--- config.mk ---
export PLATFORM = sky130hd
export DESIGN_NAME = mitch_div_pipe
export DESIGN_NICKNAME = d
export VERILOG_FILES = /design/src/rtl/mitch_pkg.sv /design/src/rtl/mitch_log16.sv /design/src/rtl/mitch_div_pipe.sv
export SDC_FILE = /design/constraint.sdc
export NUM_CORES = 1
export LEC_CHECK = 0
export CORE_ASPECT_RATIO = 0.75
export CORE_UTILIZATION = 45
export CTS_CLUSTER_SIZE = 25
export DETAILED_ROUTE_END_ITERATION = 10
export PLACE_DENSITY = 0.7
export SKIP_LAST_GASP = 1
export SYNTH_ARGS = -nofsm -noshare
export SYNTH_HDL_FRONTEND = slang
export SYNTH_SLANG_ARGS = --single-unit
--- constraint.sdc ---
create_clock -name clk -period 8.2 [get_ports clk]
set_input_delay 1.64 -clock clk [delete_from_list [all_inputs] [get_ports clk]]
set_output_delay 1.64 -clock clk [all_outputs]
set_load 0.05 [all_outputs]
--- src/rtl/mitch_pkg.sv ---
// Shared types and constants for the Mitchell log-domain approximate arithmetic blocks.
// Carries the fixed operand/result widths, the saturation codes and the per-stage payloads.
package mitch_pkg;

  localparam int WIDTH = 16;
  localparam int QW    = 32;
  localparam int FRAC  = 15;

  localparam logic [QW-1:0] Q_POS_SAT = 32'h7FFF_FFFF;
  localparam logic [QW-1:0] Q_NEG_SAT = 32'h8000_0000;

  // Normalised logs {k, f} of both magnitudes plus the sign and zero flags
  typedef struct packed {
    logic [FRAC+3:0] la;
    logic [FRAC+3:0] lb;
    logic            sign;
    logic            za;
    logic            zb;
  } s1_t;

  typedef struct packed {
    logic signed [4:0] kd;
    logic [FRAC-1:0]   fd;
    logic              sign;
    logic              za;
    logic              zb;
  } s2_t;

endpackage

--- src/rtl/mitch_log16.sv ---
// Combinational Mitchell log of a 16-bit magnitude: leading-one index k and
// the 15 bits below that leading one as the linear mantissa approximation f.
module mitch_log16
  import mitch_pkg::*;
(
  input  logic [WIDTH-1:0] mag_i,
  output logic             zero_o,
  output logic [3:0]       k_o,
  output logic [FRAC-1:0]  f_o
);

  logic [3:0]       k_s;
  logic [WIDTH-1:0] norm_s;

  // Leading-one search; the highest set bit wins because it is visited last
  always_comb begin
    k_s = 4'd0;
    for (int i = 0; i < WIDTH; i++) begin
      k_s = mag_i[i] ? i[3:0] : k_s;
    end
  end

  assign norm_s = mag_i << (4'd15 - k_s);
  assign zero_o = (mag_i == 16'd0);
  assign k_o    = k_s;
  assign f_o    = norm_s[FRAC-1:0];

endmodule

--- src/rtl/mitch_div_pipe.sv ---
// 3-stage elastic Mitchell approximate divider: normalise, log subtract, antilog.
// Output is a Q16.16 quotient with sign applied by one's complement.
module mitch_div_pipe
  import mitch_pkg::*;
(
  input  logic              clk,
  input  logic              rst,
  input  logic              in_valid,
  output logic              in_ready,
  input  logic [WIDTH-1:0]  x,
  input  logic [WIDTH-1:0]  y,
  output logic              out_valid,
  input  logic              out_ready,
  output logic [QW-1:0]     q,
  output logic              div_by_zero
);

  logic v1_q, v2_q, v3_q;
  logic s1_en_s, s2_en_s, s3_en_s;
  s1_t  p1_d, p1_q;
  s2_t  p2_d, p2_q;
  logic [QW-1:0] q_d, q_q;
  logic          dbz_d, dbz_q;

  logic [WIDTH-1:0] mag_a_s, mag_b_s;
  logic             za_s, zb_s;
  logic [3:0]       ka_s, kb_s;
  logic [FRAC-1:0]  fa_s, fb_s;
  logic [FRAC+4:0]  d_s;
  logic [5:0]       s_s, nsh_s;
  logic [QW-1:0]    m_s, mq_s;

  // A stage may load when it is empty or its contents move on this cycle
  assign s3_en_s   = ~v3_q | out_ready;
  assign s2_en_s   = ~v2_q | s3_en_s;
  assign s1_en_s   = ~v1_q | s2_en_s;
  assign in_ready  = s1_en_s;
  assign out_valid = v3_q;
  assign q         = q_q;
  assign div_by_zero = dbz_q;

  assign mag_a_s = x ^ {WIDTH{x[WIDTH-1]}};
  assign mag_b_s = y ^ {WIDTH{y[WIDTH-1]}};

  mitch_log16 u_log_a (.mag_i(mag_a_s), .zero_o(za_s), .k_o(ka_s), .f_o(fa_s));
  mitch_log16 u_log_b (.mag_i(mag_b_s), .zero_o(zb_s), .k_o(kb_s), .f_o(fb_s));

  // Stage 1 payload from the two log units
  always_comb begin
    p1_d      = '0;
    p1_d.la   = {ka_s, fa_s};
    p1_d.lb   = {kb_s, fb_s};
    p1_d.sign = x[WIDTH-1] ^ y[WIDTH-1];
    p1_d.za   = za_s;
    p1_d.zb   = zb_s;
  end

  // Stage 2: log difference split into signed integer part and fraction
  always_comb begin
    d_s       = {1'b0, p1_q.la} - {1'b0, p1_q.lb};
    p2_d      = '0;
    p2_d.kd   = d_s[FRAC+4:FRAC];
    p2_d.fd   = d_s[FRAC-1:0];
    p2_d.sign = p1_q.sign;
    p2_d.za   = p1_q.za;
    p2_d.zb   = p1_q.zb;
  end

  // Stage 3: antilog shift by kd+1 (range -15..16), then zero handling and sign
  always_comb begin
    s_s   = {p2_q.kd[4], p2_q.kd} + 6'd1;
    nsh_s = 6'd0 - s_s;
    m_s   = {16'h0000, 1'b1, p2_q.fd};
    if (s_s[5]) begin
      mq_s = m_s >> nsh_s;
    end else begin
      mq_s = m_s << s_s;
    end
    q_d   = {QW{p2_q.sign}} ^ mq_s;
    dbz_d = 1'b0;
    if (p2_q.zb) begin
      q_d   = p2_q.sign ? Q_NEG_SAT : Q_POS_SAT;
      dbz_d = 1'b1;
    end else if (p2_q.za) begin
      q_d   = 32'h0000_0000;
    end else begin
      q_d   = {QW{p2_q.sign}} ^ mq_s;
    end
  end

  // Pipeline registers; payloads move only alongside a valid item
  always_ff @(posedge clk) begin
    if (rst) begin
      v1_q  <= 1'b0;
      v2_q  <= 1'b0;
      v3_q  <= 1'b0;
      p1_q  <= '0;
      p2_q  <= '0;
      q_q   <= 32'h0000_0000;
      dbz_q <= 1'b0;
    end else begin
      if (s1_en_s) v1_q <= in_valid;
      if (s1_en_s && in_valid) p1_q <= p1_d;
      if (s2_en_s) v2_q <= v1_q;
      if (s2_en_s && v1_q) p2_q <= p2_d;
      if (s3_en_s) v3_q <= v2_q;
      if (s3_en_s && v2_q) begin
        q_q   <= q_d;
        dbz_q <= dbz_d;
      end
    end
  end

endmodule

-- Word-level counts from Yosys, hierarchy flattened
Index checks and enable logic that the tools add are counted.
- flip-flop bits (word level): 100
- input port bits: 36
- add/sub/neg operators: 5
- shift-type cells: 4
- multiplexer cells: 35
- bitwise logic cells: 10
- reduce and logical (&&, ||, !) cells: 5
- operator list (cell ; count):
    $mux 32 ; 4
    $mux 4 ; 28
    $logic_not 16->1 ; 2
    $shl 16x4->15 ; 2
    $shl 16x6->32 ; 1
    $shr 16x6->32 ; 1
    $xor 16x16->16 ; 2
    $xor 32x32->32 ; 1
    $sub 19x19->20 ; 1
    $sub 4x4->4 const A ; 2
    $add 5x2->6 const B ; 1
    $sub 1x6->6 const A ; 1
    $logic_and 1x1->1 ; 3
    $mux 1 ; 3
    $not 1->1 ; 3
    $or 1x1->1 ; 3
    $xor 1x1->1 ; 1

-- Logic depth before layout (Yosys ltp)
- depth after elaboration: 18
- depth in mapped cells: 15
- mapped depth without buffers: 13

-- By module
A second synthesis with hierarchy kept.
- cell total of the unflattened synthesis: 1199
- area, all modules: 9230.1 um^2
- by module, submodules not included (module ; times used ; cells each ; area each (um^2)):
    mitch_div_pipe ; 1 ; 895 ; 7205.7
    mitch_log16 ; 2 ; 152 ; 1012.2

-- Worst setup path after synthesis
No wires, ideal clock.
- path kind: in2out
- start: input port out_ready
- end: output port in_ready
- data arrival time: 2.383 ns
- data required time: 6.560 ns
- path slack: 4.177 ns
- stages: 3
- path buffers: 1
- path through: nor2b_1 clkbuf_1 nand3_1
- cells in the longest elaborated chain, start to end: 3
- RTL lines (item ; line ; text):
    start: declaration ; mitch_div_pipe.sv:13 ; input logic out_ready,
    $or 1x1->1 ; mitch_div_pipe.sv:34 ; assign s3_en_s = ~v3_q | out_ready;
    $or 1x1->1 ; mitch_div_pipe.sv:35 ; assign s2_en_s = ~v2_q | s3_en_s;
    $or 1x1->1 ; mitch_div_pipe.sv:36 ; assign s1_en_s = ~v1_q | s2_en_s;
    end: declaration ; mitch_div_pipe.sv:9 ; output logic in_ready,
Every way passes these cells.

-- Worst setup path after layout
Same ends and word-level chain as after synthesis.

==> flow_summary.ini <==
[clock_tree]
cts_inserted_buffers = 9
cts_root_buf = clkbuf_16
worst_skew_pair.late_latency_ps = 360
worst_setup_hold_path_clk_slew_ps = 70
tritoncts = built
ctsLongestPathBuffers = 2
cts_repair_resize_count = 0
post-cts-setup-buffers = 0
cts.htree.levels = 3
cts-hold-fix-buffers = 0
clock-sinks = 100

[yosys]
synth.yosys.seq_area_share = 0.2261
synth-edff-count = 0
async_flop_share = 0
syn_nets = 1260
mappedNetlistArea_um2 = 8855
synth_simple_gate_area_frac = 0.2105
synthDistinctLibCells = 84
synth.avg_cell_area_um2 = 7.367
yosys-mux-area-fraction = 0.1191
netlist_instances = 1202
yosys_most_used_dff = dfxtp_1
post_synth_xor_area_fraction = 0.07178
number_of_flip_flops_and_latches_in_the_synthesized_netlist = 100
synth_top_family_by_area = compound AO/OA/AOI/OAI gates
synth-compound-area-share = 0.2743
post_synth_fa_ha_maj_area_fraction = 0.03193
synthesis.yosys.warnings = 0

[final_layout]
final_layout_size_suffix_gt1_frac = 0.06689
syn_to_final_growth_pct = 11.73
finalNetCount = 1264
n_diodes = 0

[drt]
drc = 0
via_count = 8804
drtAntennaViolNets = 0
detailedRoute.firstIterationViolations = 975
wl_per_cell_um = 16.51
viasPerCell = 6.014
drt_first_pass_iters = 6
route.final.wire_length_um = 24180

[timing]
finalClockSkew_ps = 8.236
timing.final.crit_period_ps = 4917
final-hold-violation-count = 0
setup_slack_ps = 3283
tns_ps = 0
setup_viol = 0
worst_tran_pin_value_ps = 1167
clock.fmax_mhz = 203.4
rsz0062_at_grt = no
maxSlewHeadroom = 0.2206
min_period_over_period = 0.5997
report.final.slew_viol_count = 0

[die]
fp.dieH_um = 123.5
floorplan.die.width_um = 164.0
floorplan.io_pins = 71
die_area_um2 = 20250
initial_core_util = 0.4582
rows = 44
core-area_um2 = 19320

[critical_path]
worst_ep_required_time_ps = 6560
crit_path_end_kind = output port
critical-path-max-stage-delay_ps = 730
criticalPathCategory = in2out
crit_fanout = 7
cells_along_the_critical_path = clkdlybuf4s50_1, nor2b_1, nand3_1, clkdlybuf4s50_1
worst_path_dominant_cell_family = buffers and inverters
worst_path_most_repeated_cell = clkdlybuf4s50_1
critical_path_buf_inv_count = 2
critPathArrivalTime_ps = 3280
slowest_stage = clkdlybuf4s50_1
crit_path_start_kind = input port

[power]
cellLeakagePower_nw = 3.770
pwr-share-seq = 0.320
pwr-share-comb = 0.409
internal_power_w = 0.001083
clock_power_share = 0.271
power_density_nw_per_um2 = 177.4
power.switching_w = 0.0006721
ir_drop_worst_vdd_mv = 0.1057
power.share.switching = 0.3829

[global_route]
maximum_number_of_pins_on_one_net_before_global_route_repair = 66
gr_ovfl_total = 0
grt_pass1_vias = 7675
number_of_antenna_violations_at_the_first_check_in_global_routing = 0
grt_util_all_layers = 0.2469
grt_pass1_wl_um = 39790

[min_path]
hold_class = reg2reg

[place]
gp_routability_congestion = 1.002
post-place-ws_ps = 3062
hpwl_after_dpl_um = 17910
port-buffer-count = 70

[job]
max_cap_viol_count = 0

[run_status]
status = complete, no violations
cells in the mapped netlist, types with 8 or more instances:
cell | number | area, um2
a211oi_1 | 22 | 165.2
a21o_1 | 8 | 60.06
a21oi_1 | 120 | 600.6
a22oi_1 | 26 | 195.2
a31oi_1 | 13 | 81.33
and2_1 | 10 | 62.56
buf_2 | 27 | 135.1
clkbuf_1 | 48 | 180.2
dfxtp_1 | 100 | 2002
ha_1 | 21 | 262.8
inv_1 | 37 | 138.9
mux2_2 | 9 | 101.4
mux2i_1 | 78 | 780.8
nand2_1 | 123 | 461.7
nand2b_1 | 15 | 93.84
nand3_1 | 29 | 145.1
nor2_1 | 142 | 533.0
nor2b_1 | 8 | 50.05
nor3_1 | 44 | 220.2
o211ai_1 | 14 | 105.1
o21a_1 | 8 | 60.06
o21ai_0 | 42 | 210.2
o21ai_1 | 21 | 105.1
o22ai_1 | 19 | 118.9
or3_1 | 12 | 75.07
xnor2_1 | 43 | 376.6
xor2_1 | 24 | 210.2
kinds of logic (layout without fill, tap and decap cells):
kind of cell    Yosys count  after routing
xor+xnor                 70             70
fa+ha+maj                22             22
flops                   100            100
simple gates            413            413
mux                      95             95
compound gates          369            369
buf+inv                 133            142
worst reg2reg max path, stage by stage, from the launching register on:
cell	delay [ps]
dfxtp_1	310
buf_4	380
inv_2	220
ha_1	330
buf_4	420
nand2_1	260
nor2_2	300
xnor2_1	460
nor2_1	270
nand2_1	200
o22ai_1	130
or3_1	350
a32oi_1	200
nor2_1	60
cell usage in the layout, fill, tap and decap left out, drive strengths merged, types with 9 or more instances in the layout:
cell type and instances:
a211oi 23, a21oi 121, a221oi 9, a22oi 26, a31oi 13, and2 11, buf 17, clkbuf 9
clkdlybuf4s50 69, dfxtp 100, ha 21, inv 42, mux2 10, mux2i 80, nand2 123, nand2b 15
nand3 29, nor2 143, nor3 46, o211ai 14, o21a 9, o21ai 66, o22ai 19, or3 12
xnor2 45, xor2 25
layer usage:
layer  part of all wire  routed length, um  global-route usage  vias up
met2               0.39               9427              0.3292      342
met5                  0                  0                   0        -
met1               0.50              12180              0.3858     4091
met4             0.0075                181             0.04630        0
li1                   -                  -                   -     4353
met3              0.099               2390             0.06508       18
state kept, by name, summed over array words and instances, names as in the netlist:
signal       count
p2_q             8
out_valid        1
m_s             15
v2_q             1
v1_q             1
q               32
div_by_zero      1
p1_q            41
power groups by stage:
stage,logic (W),clock network [W],registers [W]
after floorplan,0.000545,0,0.000573
after global placement,0.000696,0,0.000572
after detailed placement,0.000701,0,0.000572
after CTS,0.000706,0.000487,0.000561
after global routing,0.000789,0.000506,0.000568
final,0.000717,0.000476,0.000562
cell type report:
cell class              count  area [um2]
repair buffers             86       815.8
well taps                 253       316.6
flip-flops and latches    100        2003
fillers                  1854        9430
inverters                  40       150.1
multi-input cells         969        6276
clock inverters             7       106.4
clock buffers               9       225.2
stage by stage:
step	std cells	power, W	utilization	instance area, um2	hold WS [ps]
floorplan	1202	0.001118	-	8855	415.6
global placement	1448	0.001267	0.4948	9562	429.1
detailed placement	1448	0.001273	0.4948	9562	433.8
CTS	1464	0.001753	0.5120	9893	443.3
global route	1464	0.001863	0.5120	9893	474.3
finish	1464	0.001755	0.5120	9893	444.1
worst paths after layout:
path / slack [ps] / to / start / depth (start not counted)
setup / recovery: 3280 / in_ready / out_ready / 4
hold / removal: 440 / p1_q[10] / p1_q[10] / 2
setup reg to reg: 4170 / q[13] / p2_q[18] / 13
hold reg to reg: 440 / p1_q[10] / p1_q[10] / 2
Note: power is estimated with default switching activity, not from simulation.
